--- config.mk ---
export PLATFORM = sky130hd
export DESIGN_NAME = ch0re_decode_ctrl_flat
export DESIGN_NICKNAME = d
export VERILOG_FILES = /design/src/rtl/ch0re_decode_ctrl_pkg.sv /design/src/rtl/ch0re_decode_ctrl_if.sv /design/src/rtl/ch0re_scoreboard.sv /design/src/rtl/ch0re_decode_ctrl.sv /design/src/flat_wrapper.sv
export SDC_FILE = /design/constraint.sdc
export NUM_CORES = 1
export LEC_CHECK = 0
export BUFFER_PORTS_ARGS = -buffer_cell sky130_fd_sc_hd__buf_2
export CORE_UTILIZATION = 50
export CTS_CLUSTER_SIZE = 16
export DETAILED_ROUTE_END_ITERATION = 12
export GPL_TIMING_DRIVEN = 0
export PLACE_DENSITY = 0.76
export SLEW_MARGIN = 5
export SYNTH_ARGS = -nofsm -noshare
export SYNTH_HDL_FRONTEND = slang
export SYNTH_SLANG_ARGS = --single-unit
--- constraint.sdc ---
create_clock -name i_clk -period 7.3 [get_ports i_clk]
set_input_delay 0.73 -clock i_clk [delete_from_list [all_inputs] [get_ports i_clk]]
set_output_delay 0.73 -clock i_clk [all_outputs]
set_load 0.03 [all_outputs]
--- src/rtl/ch0re_decode_ctrl_pkg.sv ---
// Shared types for the ch0re decode-stage controller: instruction formats,
// the NOP encoding, FSM states, and register-use helpers.
package ch0re_decode_ctrl_pkg;

    typedef enum logic [2:0] {
        FMT_R,
        FMT_I,
        FMT_S,
        FMT_B,
        FMT_U,
        FMT_J
    } ch0re_iformat_t;

    localparam logic [31:0] CH0RE_NOP = 32'h0000_0013;

    typedef enum logic {
        ST_RUN,
        ST_TRAP
    } dec_state_t;

    function automatic logic reads_rs1(ch0re_iformat_t f);
        return f inside {FMT_R, FMT_I, FMT_S, FMT_B};
    endfunction

    function automatic logic reads_rs2(ch0re_iformat_t f);
        return f inside {FMT_R, FMT_S, FMT_B};
    endfunction

    // Store/branch formats never produce a register write, whatever wen says.
    function automatic logic writes_rd(ch0re_iformat_t f);
        return f inside {FMT_R, FMT_I, FMT_U, FMT_J};
    endfunction

endpackage

--- src/rtl/ch0re_decode_ctrl_if.sv ---
// Fetch, decoder, execute and writeback signals of the decode controller,
// plus debug visibility of the FSM state and decode-register valid bit.
interface ch0re_decode_ctrl_if #(
    parameter int XLEN        = 64,
    parameter int STALL_CNT_W = 32
);
    import ch0re_decode_ctrl_pkg::*;

    // Valid/ready: a beat transfers on a rising clock edge where both valid
    // and ready are high; valid never depends on ready on the same interface.
    logic                   i_if_valid;
    logic [31:0]            i_if_instr;
    logic [XLEN-1:0]        i_if_pc;
    logic                   o_if_ready;
    logic [31:0]            o_dec_instr;
    logic                   i_dec_illegal;
    logic                   i_dec_wen;
    ch0re_iformat_t         i_dec_format;
    logic [4:0]             i_dec_raddr1;
    logic [4:0]             i_dec_raddr2;
    logic [4:0]             i_dec_waddr;
    logic                   o_ex_valid;
    logic                   i_ex_ready;
    logic [XLEN-1:0]        o_ex_pc;
    logic                   i_wb_valid;
    logic [4:0]             i_wb_waddr;
    logic                   i_flush;
    logic                   o_illegal_trap;
    logic [STALL_CNT_W-1:0] o_stall_cnt;
    dec_state_t             o_dbg_state;
    logic                   o_dbg_d_valid;

    modport slave (
        input  i_if_valid, i_if_instr, i_if_pc,
        input  i_dec_illegal, i_dec_wen, i_dec_format,
        input  i_dec_raddr1, i_dec_raddr2, i_dec_waddr,
        input  i_ex_ready, i_wb_valid, i_wb_waddr, i_flush,
        output o_if_ready, o_dec_instr, o_ex_valid, o_ex_pc,
        output o_illegal_trap, o_stall_cnt, o_dbg_state, o_dbg_d_valid
    );

    modport master (
        output i_if_valid, i_if_instr, i_if_pc,
        output i_dec_illegal, i_dec_wen, i_dec_format,
        output i_dec_raddr1, i_dec_raddr2, i_dec_waddr,
        output i_ex_ready, i_wb_valid, i_wb_waddr, i_flush,
        input  o_if_ready, o_dec_instr, o_ex_valid, o_ex_pc,
        input  o_illegal_trap, o_stall_cnt, o_dbg_state, o_dbg_d_valid
    );

endinterface

--- src/rtl/ch0re_scoreboard.sv ---
// Per-register outstanding-write counters with busy/full queries for the
// two source registers and the destination of the instruction in decode.
module ch0re_scoreboard #(
    parameter int CNT_W = 2
) (
    input  logic       i_clk,
    input  logic       i_rst,
    input  logic       i_inc_en,
    input  logic [4:0] i_inc_addr,
    input  logic       i_dec_en,
    input  logic [4:0] i_dec_addr,
    input  logic [4:0] i_rs1_addr,
    input  logic [4:0] i_rs2_addr,
    input  logic [4:0] i_rd_addr,
    output logic       o_rs1_busy,
    output logic       o_rs2_busy,
    output logic       o_rd_full
);
    localparam logic [CNT_W-1:0] CNT_MAX = {CNT_W{1'b1}};

    logic [CNT_W-1:0] cnt_q [32];
    logic [CNT_W-1:0] cnt_d [32];

    // x0 is never tracked, so its counter stays at zero.
    always_comb begin
        cnt_d = cnt_q;
        for (int i = 1; i < 32; i++) begin
            if (i_inc_en && i_inc_addr == 5'(i) && !(i_dec_en && i_dec_addr == 5'(i))
                && cnt_q[i] != CNT_MAX) begin
                cnt_d[i] = cnt_q[i] + CNT_W'(1);
            end else if (i_dec_en && i_dec_addr == 5'(i) && !(i_inc_en && i_inc_addr == 5'(i))
                && cnt_q[i] != '0) begin
                cnt_d[i] = cnt_q[i] - CNT_W'(1);
            end
        end
    end

    always_ff @(posedge i_clk) begin
        if (i_rst) begin
            for (int i = 0; i < 32; i++) cnt_q[i] <= '0;
        end else begin
            cnt_q <= cnt_d;
        end
    end

    always_ff @(posedge i_clk) begin
        if (!i_rst) begin
            assert (!(i_dec_en && i_dec_addr != 5'd0 && cnt_q[i_dec_addr] == '0
                      && !(i_inc_en && i_inc_addr == i_dec_addr)));
        end
    end

    assign o_rs1_busy = cnt_q[i_rs1_addr] != '0;
    assign o_rs2_busy = cnt_q[i_rs2_addr] != '0;
    assign o_rd_full  = cnt_q[i_rd_addr] == CNT_MAX;

endmodule

--- src/rtl/ch0re_decode_ctrl.sv ---
// Decode-stage controller: one-entry decode register feeding the decoder,
// RAW/saturation hazard stall, issue handshake, flush and illegal-trap FSM.
module ch0re_decode_ctrl
    import ch0re_decode_ctrl_pkg::*;
#(
    parameter int XLEN        = 64,
    parameter int SB_CNT_W    = 2,
    parameter int STALL_CNT_W = 32
) (
    input  logic                i_clk,
    input  logic                i_rst,
    ch0re_decode_ctrl_if.slave  bus
);
    dec_state_t             state_q, state_d;
    logic                   d_valid_q, d_valid_d;
    logic [31:0]            d_instr_q, d_instr_d;
    logic [XLEN-1:0]        d_pc_q, d_pc_d;
    logic [STALL_CNT_W-1:0] stall_cnt_q, stall_cnt_d;

    logic rs1_busy, rs2_busy, rd_full;
    logic rd_wr, hazard, ex_valid, fire, if_ready, accept, trap, stall_cycle;

    ch0re_scoreboard #(.CNT_W(SB_CNT_W)) u_sb (
        .i_clk      (i_clk),
        .i_rst      (i_rst),
        .i_inc_en   (fire && rd_wr),
        .i_inc_addr (bus.i_dec_waddr),
        .i_dec_en   (bus.i_wb_valid && bus.i_wb_waddr != 5'd0),
        .i_dec_addr (bus.i_wb_waddr),
        .i_rs1_addr (bus.i_dec_raddr1),
        .i_rs2_addr (bus.i_dec_raddr2),
        .i_rd_addr  (bus.i_dec_waddr),
        .o_rs1_busy (rs1_busy),
        .o_rs2_busy (rs2_busy),
        .o_rd_full  (rd_full)
    );

    // Decoder is combinational on o_dec_instr, so its outputs describe d_instr_q now.
    always_comb begin
        rd_wr  = bus.i_dec_wen && writes_rd(bus.i_dec_format) && bus.i_dec_waddr != 5'd0;
        hazard = (reads_rs1(bus.i_dec_format) && bus.i_dec_raddr1 != 5'd0 && rs1_busy)
              || (reads_rs2(bus.i_dec_format) && bus.i_dec_raddr2 != 5'd0 && rs2_busy)
              || (rd_wr && rd_full);
        ex_valid    = d_valid_q && state_q == ST_RUN && !hazard && !bus.i_dec_illegal && !bus.i_flush;
        fire        = ex_valid && bus.i_ex_ready;
        if_ready    = state_q == ST_RUN && !bus.i_flush && (!d_valid_q || fire);
        accept      = bus.i_if_valid && if_ready;
        trap        = state_q == ST_RUN && d_valid_q && bus.i_dec_illegal && !bus.i_flush;
        stall_cycle = d_valid_q && state_q == ST_RUN && hazard && !bus.i_flush;
    end

    always_comb begin
        state_d     = state_q;
        d_valid_d   = d_valid_q;
        d_instr_d   = d_instr_q;
        d_pc_d      = d_pc_q;
        stall_cnt_d = stall_cnt_q;
        case (state_q)
            ST_RUN:  if (trap) state_d = ST_TRAP;
            ST_TRAP: if (bus.i_flush) state_d = ST_RUN;
            default: state_d = ST_RUN;
        endcase
        if (bus.i_flush) begin
            d_valid_d = 1'b0;
        end else if (accept) begin
            d_valid_d = 1'b1;
            d_instr_d = bus.i_if_instr;
            d_pc_d    = bus.i_if_pc;
        end else if (fire) begin
            d_valid_d = 1'b0;
        end
        if (stall_cycle && stall_cnt_q != '1) stall_cnt_d = stall_cnt_q + STALL_CNT_W'(1);
    end

    always_ff @(posedge i_clk) begin
        if (i_rst) begin
            state_q     <= ST_RUN;
            d_valid_q   <= 1'b0;
            d_instr_q   <= CH0RE_NOP;
            d_pc_q      <= '0;
            stall_cnt_q <= '0;
        end else begin
            state_q     <= state_d;
            d_valid_q   <= d_valid_d;
            d_instr_q   <= d_instr_d;
            d_pc_q      <= d_pc_d;
            stall_cnt_q <= stall_cnt_d;
        end
    end

    assign bus.o_dec_instr    = d_valid_q ? d_instr_q : CH0RE_NOP;
    assign bus.o_if_ready     = if_ready;
    assign bus.o_ex_valid     = ex_valid;
    assign bus.o_ex_pc        = d_pc_q;
    assign bus.o_illegal_trap = trap;
    assign bus.o_stall_cnt    = stall_cnt_q;
    assign bus.o_dbg_state    = state_q;
    assign bus.o_dbg_d_valid  = d_valid_q;

endmodule

--- src/flat_wrapper.sv ---
// flat-port wrapper written by rule: the top's interface ports become plain ports
module ch0re_decode_ctrl_flat import ch0re_decode_ctrl_pkg::*;
#(
    parameter int XLEN        = 64,
    parameter int SB_CNT_W    = 2,
    parameter int STALL_CNT_W = 32
)
  (i_clk, i_rst, bus_i_if_valid, bus_i_if_instr, bus_i_if_pc, bus_i_dec_illegal, bus_i_dec_wen, bus_i_dec_format, bus_i_dec_raddr1, bus_i_dec_raddr2, bus_i_dec_waddr, bus_i_ex_ready, bus_i_wb_valid, bus_i_wb_waddr, bus_i_flush, bus_o_if_ready, bus_o_dec_instr, bus_o_ex_valid, bus_o_ex_pc, bus_o_illegal_trap, bus_o_stall_cnt, bus_o_dbg_state, bus_o_dbg_d_valid);
  ch0re_decode_ctrl_if #(.XLEN(XLEN), .STALL_CNT_W(STALL_CNT_W)) bus_i ();
  input  logic i_clk;
  input  logic i_rst;
  input wire logic [$bits(bus_i.i_if_valid)-1:0] bus_i_if_valid;
  input wire logic [$bits(bus_i.i_if_instr)-1:0] bus_i_if_instr;
  input wire logic [$bits(bus_i.i_if_pc)-1:0] bus_i_if_pc;
  input wire logic [$bits(bus_i.i_dec_illegal)-1:0] bus_i_dec_illegal;
  input wire logic [$bits(bus_i.i_dec_wen)-1:0] bus_i_dec_wen;
  input wire logic [$bits(bus_i.i_dec_format)-1:0] bus_i_dec_format;
  input wire logic [$bits(bus_i.i_dec_raddr1)-1:0] bus_i_dec_raddr1;
  input wire logic [$bits(bus_i.i_dec_raddr2)-1:0] bus_i_dec_raddr2;
  input wire logic [$bits(bus_i.i_dec_waddr)-1:0] bus_i_dec_waddr;
  input wire logic [$bits(bus_i.i_ex_ready)-1:0] bus_i_ex_ready;
  input wire logic [$bits(bus_i.i_wb_valid)-1:0] bus_i_wb_valid;
  input wire logic [$bits(bus_i.i_wb_waddr)-1:0] bus_i_wb_waddr;
  input wire logic [$bits(bus_i.i_flush)-1:0] bus_i_flush;
  output wire logic [$bits(bus_i.o_if_ready)-1:0] bus_o_if_ready;
  output wire logic [$bits(bus_i.o_dec_instr)-1:0] bus_o_dec_instr;
  output wire logic [$bits(bus_i.o_ex_valid)-1:0] bus_o_ex_valid;
  output wire logic [$bits(bus_i.o_ex_pc)-1:0] bus_o_ex_pc;
  output wire logic [$bits(bus_i.o_illegal_trap)-1:0] bus_o_illegal_trap;
  output wire logic [$bits(bus_i.o_stall_cnt)-1:0] bus_o_stall_cnt;
  output wire logic [$bits(bus_i.o_dbg_state)-1:0] bus_o_dbg_state;
  output wire logic [$bits(bus_i.o_dbg_d_valid)-1:0] bus_o_dbg_d_valid;
  assign bus_i.i_if_valid = bus_i_if_valid;
  assign bus_i.i_if_instr = bus_i_if_instr;
  assign bus_i.i_if_pc = bus_i_if_pc;
  assign bus_i.i_dec_illegal = bus_i_dec_illegal;
  assign bus_i.i_dec_wen = bus_i_dec_wen;
  assign bus_i.i_dec_format = bus_i_dec_format;
  assign bus_i.i_dec_raddr1 = bus_i_dec_raddr1;
  assign bus_i.i_dec_raddr2 = bus_i_dec_raddr2;
  assign bus_i.i_dec_waddr = bus_i_dec_waddr;
  assign bus_i.i_ex_ready = bus_i_ex_ready;
  assign bus_i.i_wb_valid = bus_i_wb_valid;
  assign bus_i.i_wb_waddr = bus_i_wb_waddr;
  assign bus_i.i_flush = bus_i_flush;
  assign bus_o_if_ready = bus_i.o_if_ready;
  assign bus_o_dec_instr = bus_i.o_dec_instr;
  assign bus_o_ex_valid = bus_i.o_ex_valid;
  assign bus_o_ex_pc = bus_i.o_ex_pc;
  assign bus_o_illegal_trap = bus_i.o_illegal_trap;
  assign bus_o_stall_cnt = bus_i.o_stall_cnt;
  assign bus_o_dbg_state = bus_i.o_dbg_state;
  assign bus_o_dbg_d_valid = bus_i.o_dbg_d_valid;
  ch0re_decode_ctrl #(.XLEN(XLEN), .SB_CNT_W(SB_CNT_W), .STALL_CNT_W(STALL_CNT_W)) u_core (.i_clk(i_clk), .i_rst(i_rst), .bus(bus_i));
endmodule
# Word-level counts from Yosys, hierarchy flattened
# Index checks and enable logic that the tools add are counted.
dict set report word_totals {
  wordCells 636
  output_inout_bits 133
  inputBits 127
  reg_bits 192
}
dict set report op_classes {
  muxes 77
  order_cmp 3
  bitwise 5
  n_addsub 63
  n_eq_ne 100
  n_reduce_logical 352
}
# cell n
set ops {}
lappend ops {{$logic_and A1 B1 Y1} 208}
lappend ops {{$eq A5 B5 Y1 const B} 32}
lappend ops {{$mux W2} 68}
lappend ops {{$reduce_bool A2 Y1} 65}
lappend ops {{$eq A5 B4 Y1 const B} 16}
lappend ops {{$logic_not A1 Y1} 66}
lappend ops {{$add A2 B1 Y2 const B} 31}
lappend ops {{$ne A2 B2 Y1 const B} 31}
lappend ops {{$sub A2 B1 Y2 const B} 31}
lappend ops {{$eq A5 B3 Y1 const B} 8}
lappend ops {{$add A32 B1 Y32 const B} 1}
lappend ops {{$mux W32} 1}
lappend ops {{$ne A32 B32 Y1 const B} 1}
lappend ops {{$bmux W2 S5} 3}
lappend ops {{$eq A5 B2 Y1 const B} 4}
lappend ops {{$reduce_bool A5 Y1} 4}
lappend ops {{$ge A6 B6 Y1 const B} 3}
lappend ops {{$not A5 Y6} 3}
lappend ops {{$eq A5 B1 Y1 const B} 2}
lappend ops {{$reduce_bool A4 Y1} 2}
lappend ops {{$eq A3 B2 Y1 const B} 2}
lappend ops {{$eq A3 B3 Y1 const B} 2}
lappend ops {{$mux W1} 4}
lappend ops {{$eq A3 B1 Y1 const B} 1}
lappend ops {{8 further kinds} 11}

# Depth between registers and ports, before layout
dict set report logic_depth {
  depth_word 20
  depth_mapped 13
  mapped_depth_nobuf 9
}

# Hierarchy
# Synthesis repeated with hierarchy kept, for this count alone.
dict set report hier_totals {
  hier_cells 1295
  area_unflattened_um2 9793.1
}
# module area_each_um2 cells_per_inst instances seq_area_each_um2
set by_module_without_submodules {}
lappend by_module_without_submodules {ch0re_decode_ctrl 5424.0 685 1 2602.5}
lappend by_module_without_submodules {ch0re_scoreboard 4369.2 610 1 1241.2}

# Least setup slack after synthesis
# OpenSTA, ideal clock, no wires.
dict set report synth_timing {
  path_kind {input -> output}
  from {input port bus_i_dec_waddr[0]}
  to {output port bus_o_if_ready}
  path_slack_ns 3.820
  cell_stages 8
  required_ns 6.570
  t_arrival_ns 2.750
  n_path_buf 1
  path_cell_list {buf_4 > nor2_2 > a311o_1 > o311ai_1 > a211oi_1 > or4_4 > o31ai_4 > and2_1}
}
dict set report synth_via {
  elab_chain_len 14
  elab_cells_between_ends 16
  classes_between {eq/ne: 1; mux: 3; bitwise: 1; reduce/logical: 11}
}
# element line_no
set synth_rtl {}
lappend synth_rtl {{from (decl)} flat_wrapper.sv:20} ;# input wire logic [$bits(bus_i.i_dec_waddr)-1:0] bus_i_dec_waddr;
lappend synth_rtl {{$not A5 Y6 (implied by the code)} ch0re_scoreboard.sv:55} ;# assign o_rd_full = cnt_q[i_rd_addr] == CNT_MAX;
lappend synth_rtl {{$bmux W2 S5} ch0re_scoreboard.sv:55}
lappend synth_rtl {{$mux W2 (implied by the code) (2 in a row)} ch0re_scoreboard.sv:55}
lappend synth_rtl {{$eq A2 B2 Y1} ch0re_scoreboard.sv:55}
lappend synth_rtl {{$logic_and A1 B1 Y1 (*)} ch0re_decode_ctrl.sv:43} ;# || (rd_wr && rd_full);
lappend synth_rtl {{$logic_or A1 B1 Y1 (*)} ch0re_decode_ctrl.sv:43}
lappend synth_rtl {{$logic_not A1 Y1 (*)} ch0re_decode_ctrl.sv:44} ;# ex_valid = d_valid_q && state_q == ST_RUN && !hazard && !bus.i_dec_illegal && !bus.i_flush;
lappend synth_rtl {{$logic_and A1 B1 Y1 (*) (3 in a row)} ch0re_decode_ctrl.sv:44}
lappend synth_rtl {{$logic_and A1 B1 Y1 (*)} ch0re_decode_ctrl.sv:45} ;# fire = ex_valid && bus.i_ex_ready;
lappend synth_rtl {{$logic_or A1 B1 Y1 (*)} ch0re_decode_ctrl.sv:46} ;# if_ready = state_q == ST_RUN && !bus.i_flush && (!d_valid_q || fire);
lappend synth_rtl {{$logic_and A1 B1 Y1 (*)} ch0re_decode_ctrl.sv:46}
lappend synth_rtl {{to (decl)} flat_wrapper.sv:25} ;# output wire logic [$bits(bus_i.o_if_ready)-1:0] bus_o_if_ready;
# Every way passes the cells marked *; elsewhere a longest branch is shown, timed or not. The select of a mux whose other input is x is not followed.

# Worst setup path in the final report
dict set report layout_timing {
  from {input port bus_i_dec_waddr[1]}
  to {output port bus_o_ex_valid}
}
dict set report layout_via {
  elab_chain_len 11
  elab_cells_between_ends 13
  classes_between {eq/ne: 1; mux: 3; bitwise: 1; reduce/logical: 8}
}
# element line_no
set layout_rtl {}
lappend layout_rtl {{$not A5 Y6 (implied by the code)} ch0re_scoreboard.sv:55}
lappend layout_rtl {{$bmux W2 S5} ch0re_scoreboard.sv:55}
lappend layout_rtl {{$mux W2 (implied by the code) (2 in a row)} ch0re_scoreboard.sv:55}
lappend layout_rtl {{$eq A2 B2 Y1} ch0re_scoreboard.sv:55}
lappend layout_rtl {{$logic_and A1 B1 Y1 (*)} ch0re_decode_ctrl.sv:43}
lappend layout_rtl {{$logic_or A1 B1 Y1 (*)} ch0re_decode_ctrl.sv:43}
lappend layout_rtl {{$logic_not A1 Y1 (*)} ch0re_decode_ctrl.sv:44}
lappend layout_rtl {{$logic_and A1 B1 Y1 (*) (3 in a row)} ch0re_decode_ctrl.sv:44}
lappend layout_rtl {{to (decl)} flat_wrapper.sv:27} ;# output wire logic [$bits(bus_i.o_ex_valid)-1:0] bus_o_ex_valid;
# Marked as above.

==> results.txt <==
----------------------------------------------------
[Clock network]
  CTS sink count ... 192
  Clock transition at the register clock pins on the worst setup and hold paths after CTS ... 70 ps
  Setup Buffers After CTS ... 0
  Clock latency on the worst-skew pair ... 440 ps
  Root buffer selected by CTS ... sky130_fd_sc_hd__clkbuf_16
  H-tree depth ... 4
  Total of hold buffers inserted after clock tree synthesis ... 0
  Resized cells post-CTS ... 0
  Number of buffers added by the clock tree synthesis step ... 17
  TritonCTS clock tree ... done
  Largest buffer count on any clock path ... 2

[Finish]
  Fill cell total of the finished layout ... 1725
  Final instance count without filler cells ... 1715
  Commonest cells after routing, fill and taps aside ... 263 x sky130_fd_sc_hd__buf_2, 192 x sky130_fd_sc_hd__dfxtp_1, 184 x sky130_fd_sc_hd__nor2_1
  Area growth from synthesis to layout ... 22.2%
  Most common cell after layout, fill and taps aside ... sky130_fd_sc_hd__buf_2
  Final layout net count ... 1561
  Fraction of final layout cells with drive strength greater than 1 ... 0.231
  Final design utilization ... 0.622

[Worst setup path]
  Origin of the worst setup path ... bus_i_dec_waddr[1]
  Critical-path maximum fanout ... 10
  Reg-to-Reg Start ... u_core.u_sb.cnt_q[44]
  Crit path launch type ... input port
  Kind of end point of the critical path ... output pin
  Category of the critical setup timing path ... input port to output pin
  Crit path arrival time ... 3290 ps
  Critical path required time ... 6570 ps

[Pwr]
  Internal Pwr Total ... 1.66 mW
  Max IR drop VDD ... 0.000158 V
  Proportion of power drawn by flip-flops and latches ... 0.472
  Leak pwr ... 5.18 nW
  Switching power as a share of total power ... 0.278
  Combinational share of power ... 0.120
  Net switching power of the design ... 0.640 mW
  Clock group share of total power ... 0.409
  Post-layout power ... 2.30 mW
  Power Dens Cells ... 190 nW/um^2

[GRT]
  Total Routing Usage GR ... 0.295
  Pin count of the biggest net entering global routing ... 20
  Vias in the first global route ... 8955
  First-pass GRT wire length ... 46.4 mm
  Gr ovfl total ... 0
  Number of antenna violations at the first check in global routing ... 3

[Die]
  Die Y ... 143 um
  Site Rows ... 51
  Core Box Area ... 19500 um^2
  # IOs ... 260
  Die Outline Area ... 20400 um^2
  Initial cell density of the core ... 0.509
  X dimension of the die ... 143 um

[Status]
  Outcome ... complete, but fails checks
  Failing checks ... DRC

[STA]
  Number of max-slew violations in the final report ... 0
  Final clock skew ... 16.0 ps
  Number of setup violations in the final report ... 0
  Post-layout min period ... 4020 ps
  Count of endpoints failing hold in the final timing report ... 0
  Slew at the pin closest to its max-slew limit ... 840 ps
  Top achievable clock speed ... 249 MHz
  Setup repair after global routing missed its margin ... false
  Setup_tns ... 0 ps
  Worst slew margin ... 0.440
  Final Cycle Share ... 0.551
  WHS ... 492 ps

[Synth]
  Syn nets ... 1289
  Post-synthesis instance total ... 1161
  Combinational family with the most area after synthesis ... simple AND/OR/NAND/NOR gates
  Fraction of synthesis flops using an asynchronous set or reset pin ... 0
  Synth cell types ... 73
  Mean instance size in the synthesized netlist ... 8.53 um^2
  Seq cells post-synth ... 192
  Number of synthesized flops with an enable pin ... 0
  Synth Warn # ... 0
  Area fraction in and, or, nand and nor cells after synthesis ... 0.272
  Total standard cell area after synthesis ... 9900 um^2
  Most used DFF post-synth ... sky130_fd_sc_hd__dfxtp_1
  Post-synthesis adder-cell area fraction ... 0.00126
  Sequential cell area fraction in the yosys report ... 0.388
  Area fraction in compound gates after synthesis ... 0.143
  Mux cell area share after synthesis ... 0.123
  Post-synthesis xor/xnor area fraction ... 0.0274

[Route]
  Total number of vias ... 9883
  Post-detailed-routing wire length ... 30.3 mm
  Initial DRC count ... 619
  Via-per-instance ratio ... 5.76
  Remaining DRCs ... 4
  DR pass1 iterations ... 10
  Residual antenna-violating net count after detailed routing ... 0
  Average wire per standard cell ... 17.7 um

[Run]
  Number of maximum-capacitance violations ... 0

[Placement]
  IO Port Bufs ... 253
  Post-DP HPWL ... 22.9 mm
  Final Wtd Congestion ... 0.969
  # placed instances ... 1679

[Worst hold path]
  Beginning of the worst hold path ... u_core.bus.o_ex_pc[49]
  Path type of the worst min-delay path ... flop to flop

----------------------------------------------------
## metrics by stage
stage / area [um^2] / setup slack, ps
after detailed placement: 11500 / 3330
after floorplan: 9900 / 3820
after global routing: 12100 / 3120
after global placement: 11500 / 3360
after CTS: 12100 / 3310
final: 12100 / 3280
## logic make-up after synthesis
logic type	count (synthesis)
AOI/OAI and AO/OA	211
xor gates and xnor gates	31
adders and majority gates	1
buffers and inverters	89
DFF	192
muxes	108
and+or+nand+nor	529
## Yosys cell counts, types with 3 or more instances
master | count | area (um^2)
sky130_fd_sc_hd__clkbuf_1 | 45 | 169
sky130_fd_sc_hd__nand2b_1 | 37 | 231
sky130_fd_sc_hd__nand4_1 | 8 | 50.1
sky130_fd_sc_hd__a21boi_0 | 3 | 22.5
sky130_fd_sc_hd__nor4_1 | 21 | 131
sky130_fd_sc_hd__xnor2_1 | 27 | 236
sky130_fd_sc_hd__dfxtp_1 | 192 | 3840
sky130_fd_sc_hd__a211o_1 | 3 | 26.3
sky130_fd_sc_hd__o211ai_1 | 7 | 52.6
sky130_fd_sc_hd__nand3b_1 | 9 | 67.6
sky130_fd_sc_hd__xor2_1 | 4 | 35.0
sky130_fd_sc_hd__and3_1 | 9 | 56.3
sky130_fd_sc_hd__nor3_1 | 61 | 305
sky130_fd_sc_hd__o2111ai_1 | 4 | 35.0
sky130_fd_sc_hd__o21ai_0 | 43 | 215
sky130_fd_sc_hd__nor2_1 | 184 | 691
sky130_fd_sc_hd__nor4b_1 | 4 | 35.0
sky130_fd_sc_hd__o21a_1 | 20 | 150
sky130_fd_sc_hd__nand2_1 | 67 | 251
sky130_fd_sc_hd__mux2i_1 | 97 | 971
sky130_fd_sc_hd__and4_1 | 19 | 166
sky130_fd_sc_hd__a31oi_1 | 26 | 163
sky130_fd_sc_hd__o21bai_1 | 3 | 22.5
sky130_fd_sc_hd__inv_1 | 16 | 60.1
sky130_fd_sc_hd__and2_1 | 41 | 257
sky130_fd_sc_hd__a211oi_1 | 33 | 248
sky130_fd_sc_hd__buf_2 | 10 | 50.1
sky130_fd_sc_hd__nand3_1 | 31 | 155
sky130_fd_sc_hd__nor3b_1 | 12 | 90.1
sky130_fd_sc_hd__buf_6 | 11 | 124
sky130_fd_sc_hd__or2_0 | 3 | 18.8
sky130_fd_sc_hd__mux4_2 | 11 | 248
sky130_fd_sc_hd__nor2b_1 | 6 | 37.5
sky130_fd_sc_hd__a311oi_1 | 3 | 26.3
sky130_fd_sc_hd__or4_1 | 3 | 22.5
sky130_fd_sc_hd__a21oi_1 | 37 | 185
## per-layer routing
metal	vias to the layer above	track usage	routed length, um
met5	-	0	0
met4	0	0.140	1160
met3	84	0.0476	2510
met2	477	0.495	14100
met1	4585	0.369	12600
li1	4737	-	-
## power by group through the flow
| stage | Clock [mW] | Combinational [mW] | Sequential, mW |
|---|---|---|---|
| CTS | 0.959 | 0.273 | 1.09 |
| detailed placement | 0 | 0.272 | 1.11 |
| finish | 0.941 | 0.276 | 1.09 |
| global route | 0.996 | 0.295 | 1.09 |
| floorplan | 0 | 0.133 | 1.15 |
| global placement | 0 | 0.269 | 1.11 |
## final timing paths
path	depth (start not counted)	end	slack, ps
worst min register to register	2	u_core.bus.o_ex_pc[49]	490
worst max-delay path	10	bus_o_ex_valid	3280
worst min-delay path	2	u_core.bus.o_ex_pc[49]	490
worst max register to register	11	u_core.bus.o_stall_cnt[13]	4090
## final cells by class
class,instances,area [um^2],area share
timing repair buffer,253,1270,0.105
clock inverter,14,163,0.0134
tap,265,332,0.0274
clock buffer,18,429,0.0355
antenna,4,10.0,0.000827
multi-input combinational,880,5620,0.464
inverter,18,67.6,0.00558
sequential,192,3840,0.318
buffer,71,370,0.0306
## flip-flops by register name (all words and copies together) (netlist names)
register / cells
u_core.u_sb.cnt_q: 62
u_core.bus.o_ex_pc: 64
u_core.bus.o_stall_cnt: 32
u_core.d_instr_q: 32
u_core.bus.o_dbg_d_valid: 1
u_core.bus.o_dbg_state: 1
## critical path, stage by stage
cell                       delay (ps)
sky130_fd_sc_hd__buf_2            140
sky130_fd_sc_hd__clkbuf_1         440
sky130_fd_sc_hd__nand2b_1         310
sky130_fd_sc_hd__o21ai_0          220
sky130_fd_sc_hd__o21ai_0          100
sky130_fd_sc_hd__a211oi_1         570
sky130_fd_sc_hd__or4_4            280
sky130_fd_sc_hd__nor2_4            60
sky130_fd_sc_hd__buf_2            220
sky130_fd_sc_hd__buf_2            200
Power figures use the tool's default switching activity.
